### src/rtl/seq_clk_pkg.sv
// Shared types and widths for the sequence clock aligner.
package seq_clk_pkg;

    localparam int unsigned REF_PERIOD_NS_DEF = 25000;
    localparam int unsigned TIME_W            = 64;
    localparam int unsigned DIV_W             = 64;
    localparam int unsigned DVSR_W            = 17;
    localparam int unsigned IDX_W             = 16;
    localparam int unsigned CNT_W             = 7;
    localparam int unsigned MISS_W            = 8;

    typedef enum logic [2:0] {
        ST_IDLE   = 3'd0,
        ST_D_TICK = 3'd1,
        ST_D_PT   = 3'd2,
        ST_D_MOD  = 3'd3,
        ST_ARMED  = 3'd4,
        ST_RUN    = 3'd5
    } seq_align_state_t;

endpackage

### src/rtl/seq_clk_aligner_if.sv
// Config/sync inputs and sequence-index outputs of the aligner.
// SEQ_SYNC_MISS_CNT_EN adds the sync_miss_cnt signal.
interface seq_clk_aligner_if;
    import seq_clk_pkg::*;

    logic                seq_clk_init;
    logic [TIME_W-1:0]   seq_clk_sync_time_ns;
    logic [IDX_W-1:0]    seq_clk_div;
    logic [IDX_W-1:0]    seq_clk_cycle;
    logic                op_mode;
    logic                ref_clk_tick;
    logic                sync;
    logic [IDX_W-1:0]    seq_idx;
    logic                seq_tick;
    logic                seq_idx_valid;
    logic                busy;
`ifdef SEQ_SYNC_MISS_CNT_EN
    logic [MISS_W-1:0]   sync_miss_cnt;

    modport master (
        output seq_clk_init, seq_clk_sync_time_ns, seq_clk_div, seq_clk_cycle,
               op_mode, ref_clk_tick, sync,
        input  seq_idx, seq_tick, seq_idx_valid, busy, sync_miss_cnt
    );
    modport slave (
        input  seq_clk_init, seq_clk_sync_time_ns, seq_clk_div, seq_clk_cycle,
               op_mode, ref_clk_tick, sync,
        output seq_idx, seq_tick, seq_idx_valid, busy, sync_miss_cnt
    );
`else
    modport master (
        output seq_clk_init, seq_clk_sync_time_ns, seq_clk_div, seq_clk_cycle,
               op_mode, ref_clk_tick, sync,
        input  seq_idx, seq_tick, seq_idx_valid, busy
    );
    modport slave (
        input  seq_clk_init, seq_clk_sync_time_ns, seq_clk_div, seq_clk_cycle,
               op_mode, ref_clk_tick, sync,
        output seq_idx, seq_tick, seq_idx_valid, busy
    );
`endif

endinterface

### src/rtl/seq_iter_div.sv
// Unsigned restoring divider, one quotient bit per cycle; start reloads at any time.
module seq_iter_div
    import seq_clk_pkg::*;
(
    input  logic              clk,
    input  logic              rst_n,
    input  logic              start,
    input  logic [DIV_W-1:0]  dividend,
    input  logic [DVSR_W-1:0] divisor,
    output logic              done,
    output logic [DIV_W-1:0]  quot,
    output logic [DVSR_W-1:0] rem
);

    logic [DVSR_W-1:0] dvsr_q;
    logic [CNT_W-1:0]  cnt_q;
    logic              run_q;
    logic [DVSR_W:0]   trial;
    logic              ge;

    // Partial remainder with the next dividend bit shifted in, and its compare.
    always_comb begin
        trial = {rem, quot[DIV_W-1]};
        ge    = (trial >= {1'b0, dvsr_q});
    end

    // quot doubles as the dividend shift register; rem is the running remainder.
    always_ff @(posedge clk or negedge rst_n) begin
        if (!rst_n) begin
            quot   <= '0;
            rem    <= '0;
            dvsr_q <= '0;
            cnt_q  <= '0;
            run_q  <= 1'b0;
            done   <= 1'b0;
        end else begin
            done <= 1'b0;
            if (start) begin
                quot   <= dividend;
                rem    <= '0;
                dvsr_q <= divisor;
                cnt_q  <= CNT_W'(DIV_W);
                run_q  <= 1'b1;
            end else if (run_q) begin
                quot  <= {quot[DIV_W-2:0], ge};
                rem   <= ge ? DVSR_W'(trial - {1'b0, dvsr_q}) : DVSR_W'(trial);
                cnt_q <= cnt_q - CNT_W'(1);
                if (cnt_q == CNT_W'(1)) begin
                    run_q <= 1'b0;
                    done  <= 1'b1;
                end
            end
        end
    end

endmodule

### src/rtl/seq_clk_aligner.sv
// Sequence point index generator, phase-aligned at the global SYNC edge.
// Optional macro SEQ_SYNC_MISS_CNT_EN: count of SYNC pulses seen while busy.
module seq_clk_aligner
    import seq_clk_pkg::*;
#(
    parameter int unsigned REF_PERIOD_NS = REF_PERIOD_NS_DEF
) (
    input logic              clk,
    input logic              rst_n,
    seq_clk_aligner_if.slave bus
);

    seq_align_state_t  state_q;
    logic              init_q;
    logic              init_rise;
    logic [IDX_W-1:0]  div_q;
    logic [IDX_W-1:0]  cyc_q;
    logic [IDX_W-1:0]  phase_q;
    logic [IDX_W-1:0]  idx0_q;
    logic [IDX_W-1:0]  cnt_q;
    logic [IDX_W-1:0]  idx_q;
    logic              tick_q;
    logic              busy_q;

    logic              div_start;
    logic [DIV_W-1:0]  div_dividend;
    logic [DVSR_W-1:0] div_divisor;
    logic              div_done;
    logic [DIV_W-1:0]  div_quot;
    logic [DVSR_W-1:0] div_rem;

    // Launch the next division stage; each stage feeds on the previous quotient.
    always_comb begin
        init_rise    = bus.seq_clk_init & ~init_q;
        div_start    = 1'b0;
        div_dividend = div_quot;
        div_divisor  = DVSR_W'(div_q) + DVSR_W'(1);
        if (init_rise) begin
            div_start    = 1'b1;
            div_dividend = bus.seq_clk_sync_time_ns;
            div_divisor  = DVSR_W'(REF_PERIOD_NS);
        end else if (div_done && (state_q == ST_D_TICK)) begin
            div_start    = 1'b1;
            div_divisor  = DVSR_W'(div_q) + DVSR_W'(1);
        end else if (div_done && (state_q == ST_D_PT)) begin
            div_start    = 1'b1;
            div_divisor  = DVSR_W'(cyc_q) + DVSR_W'(1);
        end
    end

    seq_iter_div u_div (
        .clk      (clk),
        .rst_n    (rst_n),
        .start    (div_start),
        .dividend (div_dividend),
        .divisor  (div_divisor),
        .done     (div_done),
        .quot     (div_quot),
        .rem      (div_rem)
    );

    // Alignment FSM and free-running point counter.
    always_ff @(posedge clk or negedge rst_n) begin
        if (!rst_n) begin
            state_q <= ST_IDLE;
            init_q  <= 1'b0;
            div_q   <= '0;
            cyc_q   <= '0;
            phase_q <= '0;
            idx0_q  <= '0;
            cnt_q   <= '0;
            idx_q   <= '0;
            tick_q  <= 1'b0;
            busy_q  <= 1'b0;
        end else begin
            init_q <= bus.seq_clk_init;
            tick_q <= 1'b0;
            if (init_rise) begin
                div_q   <= bus.seq_clk_div;
                cyc_q   <= bus.seq_clk_cycle;
                busy_q  <= 1'b1;
                state_q <= ST_D_TICK;
            end else begin
                case (state_q)
                    ST_IDLE: ;
                    ST_D_TICK: begin
                        if (div_done) state_q <= ST_D_PT;
                    end
                    ST_D_PT: begin
                        if (div_done) begin
                            phase_q <= IDX_W'(div_rem);
                            state_q <= ST_D_MOD;
                        end
                    end
                    ST_D_MOD: begin
                        if (div_done) begin
                            idx0_q  <= IDX_W'(div_rem);
                            busy_q  <= 1'b0;
                            state_q <= ST_ARMED;
                        end
                    end
                    ST_ARMED: begin
                        // A tick coinciding with SYNC is swallowed by the load.
                        if (bus.sync) begin
                            idx_q   <= idx0_q;
                            cnt_q   <= phase_q;
                            state_q <= ST_RUN;
                        end
                    end
                    ST_RUN: begin
                        if (bus.ref_clk_tick) begin
                            if (cnt_q == div_q) begin
                                cnt_q  <= '0;
                                idx_q  <= (idx_q == cyc_q) ? '0 : idx_q + IDX_W'(1);
                                tick_q <= 1'b1;
                            end else begin
                                cnt_q <= cnt_q + IDX_W'(1);
                            end
                        end
                    end
                    default: state_q <= ST_IDLE;
                endcase
            end
        end
    end

    assign bus.seq_idx       = idx_q;
    assign bus.seq_tick      = tick_q;
    assign bus.busy          = busy_q;
    assign bus.seq_idx_valid = (state_q == ST_RUN) && bus.op_mode;

`ifdef SEQ_SYNC_MISS_CNT_EN
    logic [MISS_W-1:0] miss_q;

    // Saturating count of SYNC pulses that arrive while alignment is still computing.
    always_ff @(posedge clk or negedge rst_n) begin
        if (!rst_n) begin
            miss_q <= '0;
        end else if (init_rise) begin
            miss_q <= '0;
        end else if (bus.sync && (miss_q != '1) &&
                     ((state_q == ST_D_TICK) || (state_q == ST_D_PT) || (state_q == ST_D_MOD))) begin
            miss_q <= miss_q + MISS_W'(1);
        end
    end

    assign bus.sync_miss_cnt = miss_q;
`endif

endmodule

### src/flat_wrapper.sv
// flat-port wrapper written by rule: the top's interface ports become plain ports
module seq_clk_aligner_flat import seq_clk_pkg::*;
#(
    parameter int unsigned REF_PERIOD_NS = REF_PERIOD_NS_DEF
)
  (clk, rst_n, bus_seq_clk_init, bus_seq_clk_sync_time_ns, bus_seq_clk_div, bus_seq_clk_cycle, bus_op_mode, bus_ref_clk_tick, bus_sync, bus_seq_idx, bus_seq_tick, bus_seq_idx_valid, bus_busy);
  seq_clk_aligner_if bus_i ();
  input logic clk;
  input logic rst_n;
  input wire logic [$bits(bus_i.seq_clk_init)-1:0] bus_seq_clk_init;
  input wire logic [$bits(bus_i.seq_clk_sync_time_ns)-1:0] bus_seq_clk_sync_time_ns;
  input wire logic [$bits(bus_i.seq_clk_div)-1:0] bus_seq_clk_div;
  input wire logic [$bits(bus_i.seq_clk_cycle)-1:0] bus_seq_clk_cycle;
  input wire logic [$bits(bus_i.op_mode)-1:0] bus_op_mode;
  input wire logic [$bits(bus_i.ref_clk_tick)-1:0] bus_ref_clk_tick;
  input wire logic [$bits(bus_i.sync)-1:0] bus_sync;
  output wire logic [$bits(bus_i.seq_idx)-1:0] bus_seq_idx;
  output wire logic [$bits(bus_i.seq_tick)-1:0] bus_seq_tick;
  output wire logic [$bits(bus_i.seq_idx_valid)-1:0] bus_seq_idx_valid;
  output wire logic [$bits(bus_i.busy)-1:0] bus_busy;
  assign bus_i.seq_clk_init = bus_seq_clk_init;
  assign bus_i.seq_clk_sync_time_ns = bus_seq_clk_sync_time_ns;
  assign bus_i.seq_clk_div = bus_seq_clk_div;
  assign bus_i.seq_clk_cycle = bus_seq_clk_cycle;
  assign bus_i.op_mode = bus_op_mode;
  assign bus_i.ref_clk_tick = bus_ref_clk_tick;
  assign bus_i.sync = bus_sync;
  assign bus_seq_idx = bus_i.seq_idx;
  assign bus_seq_tick = bus_i.seq_tick;
  assign bus_seq_idx_valid = bus_i.seq_idx_valid;
  assign bus_busy = bus_i.busy;
  seq_clk_aligner #(.REF_PERIOD_NS(REF_PERIOD_NS)) u_core (.clk(clk), .rst_n(rst_n), .bus(bus_i));
endmodule
### config.mk
export PLATFORM = sky130hd
export DESIGN_NAME = seq_clk_aligner_flat
export DESIGN_NICKNAME = d
export VERILOG_FILES = /design/src/rtl/seq_clk_pkg.sv /design/src/rtl/seq_clk_aligner_if.sv /design/src/rtl/seq_iter_div.sv /design/src/rtl/seq_clk_aligner.sv /design/src/flat_wrapper.sv
export SDC_FILE = /design/constraint.sdc
export NUM_CORES = 1
export LEC_CHECK = 0
export ABC_AREA = 1
export ABC_CLOCK_PERIOD_IN_PS = 2600
export CAP_MARGIN = 15
export CORE_MARGIN = 2
export CORE_UTILIZATION = 58
export DETAILED_ROUTE_END_ITERATION = 7
export PLACE_DENSITY = 0.88
export SKIP_CTS_REPAIR_TIMING = 1
export SLEW_MARGIN = 0
export SYNTH_ARGS = -nofsm -noshare
export SYNTH_HDL_FRONTEND = slang
export SYNTH_SLANG_ARGS = --single-unit
### constraint.sdc
create_clock -name clk -period 2.6 [get_ports clk]
set_clock_uncertainty 0.1 [all_clocks]
set_input_delay 0.52 -clock clk [delete_from_list [all_inputs] [get_ports clk]]
set_output_delay 0.52 -clock clk [all_outputs]
set_load 0.02 [all_outputs]
# Word-level counts from Yosys, hierarchy flattened
# Cells that the tools add are included.
dict set report totals {
  inputBits 102
  word_cells 101
  register_bits 209
  out_inout_bits 19
}
dict set report op_classes {
  n_mux 42
  bitwise_logic 3
  add_sub_neg 6
  eq_ne 17
  magnitude_cmp 1
  reduce_logical 16
}
# op count
set ops {}
lappend ops {{$mux W64} 3}
lappend ops {{$mux W16} 7}
lappend ops {{$mux W17} 6}
lappend ops {{$pmux W16 S2} 2}
lappend ops {{$add A16 B1 Y17 const B} 2}
lappend ops {{$add A16 B1 Y16 const B} 2}
lappend ops {{$eq A16 B16 Y1} 2}
lappend ops {{$ge A18 B17 Y1} 1}
lappend ops {{$sub A17 B17 Y17} 1}
lappend ops {{$mux W1} 16}
lappend ops {{$mux W3} 5}
lappend ops {{$pmux W3 S5} 1}
lappend ops {{$mux W7} 2}
lappend ops {{$ne A3 B2 Y1 const B} 4}
lappend ops {{$reduce_and A5 Y1} 2}
lappend ops {{$reduce_bool A2 Y1} 4}
lappend ops {{$eq A7 B1 Y1 const B} 1}
lappend ops {{$sub A7 B1 Y7 const B} 1}
lappend ops {{$eq A3 B2 Y1 const B} 2}
lappend ops {{$eq A3 B3 Y1 const B} 2}
lappend ops {{$ne A2 B1 Y1 const B} 3}
lappend ops {{$reduce_and A3 Y1} 2}
lappend ops {{$ne A2 B2 Y1 const B} 2}
lappend ops {{$reduce_and A2 Y1} 2}
lappend ops {{other kinds (7)} 10}

# Longest topological paths before layout
dict set report depth {
  depth_word 7
  mapped_depth 15
  ltp_nobuf 15
}

# Cells and area by module
# A second synthesis with hierarchy kept.
dict set report hier_totals {
  cells_unflattened 1870
  area_unflattened_um2 12962.4
}
# mod instances seq_area_each_um2 cells_each area_per_inst_um2
set by_module_without_submodules {}
lappend by_module_without_submodules {seq_clk_aligner 1 2552.4 1134 7091.8}
lappend by_module_without_submodules {seq_iter_div 1 2677.6 736 5870.6}

# Least setup slack after synthesis
# Ideal clock, no wire load.
dict set report synth_path {
  kind {register -> register}
  from {register u_core.u_div.dvsr_q[0]}
  to {register u_core.u_div.rem[5]}
  required_time_ns 2.382
  t_arrival_ns 1.798
  path_slack_ns 0.584
  setup_ns 0.118
  path_buffers 1
  period_less_slack_ns 2.016
  stages_incl_launch_ff 12
  path_cell_list {dfrtp_1 ha_1 fa_1 inv_1 nand3_1 nand3_1 nand2_2 nand2_4 buf_4 nand2_1 nand3_1 nand2_1}
}
dict set report synth_via {
  elab_chain_cells 4
  elab_cells_between_ends 5
  cone_classes {add/sub: 1; order compare: 1; mux: 3}
}
# item line
set synth_lines {}
lappend synth_lines {{start, declared} seq_iter_div.sv:15} ;# logic [DVSR_W-1:0] dvsr_q;
lappend synth_lines {{start signal, assigned} seq_iter_div.sv:41} ;# dvsr_q <= divisor;
lappend synth_lines {{$sub A17 B17 Y17 / $ge A18 B17 Y1 (equally long branches)} {seq_iter_div.sv:46, seq_iter_div.sv:24}}
lappend synth_lines {{$mux W17 (*)} seq_iter_div.sv:46} ;# rem <= ge ? DVSR_W'(trial - {1'b0, dvsr_q}) : DVSR_W'(trial);
lappend synth_lines {{$mux W17 (*)} seq_iter_div.sv:44} ;# end else if (run_q) begin
lappend synth_lines {{$mux W17 (*)} seq_iter_div.sv:38} ;# if (start) begin
lappend synth_lines {{end signal, assigned} seq_iter_div.sv:46}
lappend synth_lines {{end, declared} seq_iter_div.sv:12} ;# output logic [DVSR_W-1:0] rem
# Mark *: on every way between the ends. The rest lies on a longest branch, timed or not. The select of a mux whose other input is x is not followed.
# A chain may end at the register's enable or synchronous reset.

# Worst setup path after layout
dict set report layout_path {
  from {register u_core.u_div.dvsr_q[5]}
  to {register u_core.u_div.rem[15]}
}
# The elaborated chain is that of the path after synthesis.

==> results_dict.tcl <==
set metrics [dict create \
    hpwl_um 24760 \
    clk-insertion-delay-late_ns 0.50 \
    ys_async_sr_fraction_pct 100.0 \
    syn_nets 1817 \
    htreeDepth 1 \
    die_h_um 149.7 \
    max_freq_mhz 428.5 \
    setup_viol 0 \
    grt_start_max_net_pins 83 \
    cts-root-buf "clkbuf_16" \
    cts_tree "done" \
    final-hold-violation-count 0 \
    rows 53 \
    fin_nets 1927 \
    critPathKind "reg -> reg" \
    drive_gt1_share_pct 5.072 \
    stdcell_area_um2 14650 \
    syn_inst 1691 \
    die_area_um2 22400 \
    grt_first_pass_wirelength_um 55790 \
    cp.required_ns 2.89 \
    hp-class "in -> reg" \
    wl_per_cell_um 16.08 \
    netlist_area_um2 12310 \
    path_clk_slew_ns 0.06 \
    period_needed_ns 2.334 \
    hold_path_depth 1 \
    numClockSinks 209 \
    grt_pass1_vias 11370 \
    synth_area_per_cell_um2 7.279 \
    worst-path-max-fanout 10 \
    diodes 0 \
    drt-pass1-iter-count 6 \
    whs_ns 0.3871 \
    place.port_buffers 120 \
    cp-start-kind "register" \
    rsz0062_at_grt "no" \
    synth_cell_type_count 43 \
    path_cells "inv_1 -> ha_1 -> nand2_1 -> inv_1 -> nand2_1 -> nand3_1 -> nand2_1 -> nand3_1 -> nand2_2 -> buf_4 -> nand3_1 -> nand3_1 -> nand2_1" \
    rrSetupSlack_ns 0.27 \
    drt_wl_total_um 33590 \
    yosysWarningCount 0 \
    power.total_w 0.01509 \
    worst_slew_pin_slew_ns 0.5483 \
    synthFlopType "dfrtp_1" \
    fp.coreArea_um2 20960 \
    antenna_found_initial 0 \
    ir_drop_uv 628.4 \
    max_slew_margin_pct 63.36 \
    hold_end "u_core.init_q" \
    dpl-instance-area_um2 13860 \
    grt_use_total_pct 31.11 \
    cts_inserted_buffers 22 \
    worstPathArrival_ns 2.62 \
    maxSlewViolCount 0 \
    cp-end-kind "register" \
    cap_violations 0 \
    fin_util_pct 69.89 \
    crit_path_max_incr_delay_ns 0.35 \
    syn_to_final_growth_pct 18.99 \
    slowest_stage "dfrtp_1" \
    synth_seq_area_share_pct 42.49 \
    synth_edf_count 0 \
    drtIter0Drc 1064 \
    finalCritPeriodShare_pct 89.77 \
    vias 11770 \
    min_from "bus_seq_clk_init" \
    ys_seq_elements 209 \
    gp_congestion 1.008 \
    status "complete, no violations" \
    start_util_pct 58.74 \
    leakage_nw 7.422 \
    worstReg2RegEnd "u_core.u_div.rem[15]" \
    viasPerCell 5.633 \
    ant_nets 0 \
    die-width_um 149.7 \
    io_pins 121 \
    drc 0 \
    power_density_nw_per_um2 1030 \
    regToRegStartpoint "u_core.u_div.dvsr_q[5]" \
    gr-total-overflow 0 \
    cts_buffer_depth 3 \
    worstRegToRegCells 13 \
]
-- cell families (layout without fill, tap and decap cells) --
group / Yosys count / in the layout / share of synthesized area, %
xor gates and xnor gates: 65 / 65 / 4.625
adders and majority gates: 24 / 24 / 2.501
buffers and inverters: 307 / 430 / 9.993
DFF: 209 / 209 / 42.49
and+or+nand+nor: 800 / 800 / 26.95
AOI/OAI and AO/OA: 286 / 286 / 13.44
-- layout by cell type (no fill, tap or decap), types with 25 or more instances in the layout --
cell type / netlist / routed
buf_4: 6 / 25
clkdlybuf4s50_1: 0 / 118
inv_1: 229 / 229
nand2_1: 527 / 527
a21oi_1: 40 / 40
o21ai_1: 31 / 31
dfrtp_1: 209 / 209
nand3_1: 110 / 110
nor2_1: 105 / 105
o211ai_1: 62 / 62
xor2_1: 56 / 56
o21ai_0: 124 / 124
-- registers in the layout (all words and copies together), names as in the netlist --
signal	flops
u_core.bus.busy	1
u_core.div_q	16
u_core.init_q	1
u_core.u_div.dvsr_q	17
u_core.bus.seq_tick	1
u_core.u_div.done	1
u_core.u_div.quot	64
u_core.u_div.rem	17
u_core.cyc_q	16
u_core.phase_q	16
u_core.bus.seq_idx	16
u_core.u_div.cnt_q	7
u_core.state_q	3
u_core.u_div.run_q	1
u_core.cnt_q	16
u_core.idx0_q	16
-- worst max-delay path, delay by kind of cell, from the launching register on --
kind          cells  cell delay (ns)
buf+inv           3             0.34
flops             1             0.35
fa+ha+maj         1             0.35
simple gates      9             1.07
-- power by group --
group	internal, W	switching, W
clock	0.00205	0.00128
combinational	0.00247	0.00399
sequential	0.00437	0.000931
-- area by class of cell --
cell class,instances,area (um2)
clock buffer,32,659.4
clock inverter,5,106.4
fill,1723,6310
inverter,240,902.1
multi-input combinational,1175,5858
sequential,209,5230
tap,275,344.1
timing repair buffer,153,1545
-- worst max path at each step --
| stage | startpoint | endpoint | slack (ns) | cells past startpoint |
|---|---|---|---|---|
| 2_1_floorplan | u_core.u_div.dvsr_q[0] | u_core.u_div.rem[5] | 0.58 | 11 |
| 3_3_place_gp | bus_seq_clk_init | u_core.u_div.quot[7] | 0.25 | 11 |
| 3_5_place_dp | bus_seq_clk_init | u_core.u_div.quot[19] | 0.16 | 11 |
| 4_1_cts | u_core.state_q[1] | bus_seq_idx_valid | -0.16 | 6 |
| 5_1_grt | u_core.u_div.dvsr_q[5] | u_core.u_div.rem[15] | 0.11 | 13 |
| 6_report | u_core.u_div.dvsr_q[5] | u_core.u_div.rem[15] | 0.27 | 13 |
-- synthesized netlist by cell type, types with 2 or more instances --
library cell	instances	area [um2]
nand2_1	527	1978
inv_1	229	859.6
dfrtp_1	209	5230
o21ai_0	124	620.6
nand3_1	110	550.5
nor2_1	105	394.1
o211ai_1	62	465.5
xor2_1	56	490.5
a21oi_1	40	200.2
clkbuf_1	36	135.1
o21ai_1	31	155.2
ha_1	23	287.8
buf_2	19	95.09
nand4_1	16	100.1
nor3_1	13	65.06
inv_2	10	37.54
nand3b_1	10	75.07
xnor2_1	9	78.83
a21boi_0	7	52.55
a22oi_1	6	45.04
buf_4	6	45.04
a31oi_1	4	25.02
buf_6	4	45.04
o22ai_1	4	25.02
or2_2	4	25.02
nand2_2	3	18.77
nand2_4	3	33.78
a2bb2oi_1	2	17.52
nor2_2	2	12.51
nor2_4	2	22.52
nor4_1	2	12.51
o21bai_1	2	15.01
-- per-layer routing --
layer  GRT usage [%]  part of all wire (%)  vias up
li1                -                     -     5627
met1           40.76                    40     5522
met2           50.87                    47      529
met3           5.793                   8.4       89
met4           13.35                   4.3        0
met5               0                     0        -
-- through the flow --
stage               setup slack [ns]  cells  TNS [ns]
global placement              0.2540   2051         0
floorplan                     0.5836   1691         0
finish                        0.2661   2089         0
detailed placement            0.1622   2051         0
CTS                          -0.1625   2088   -0.1625
global route                  0.1088   2089         0
(Power assumes the default switching activity.)
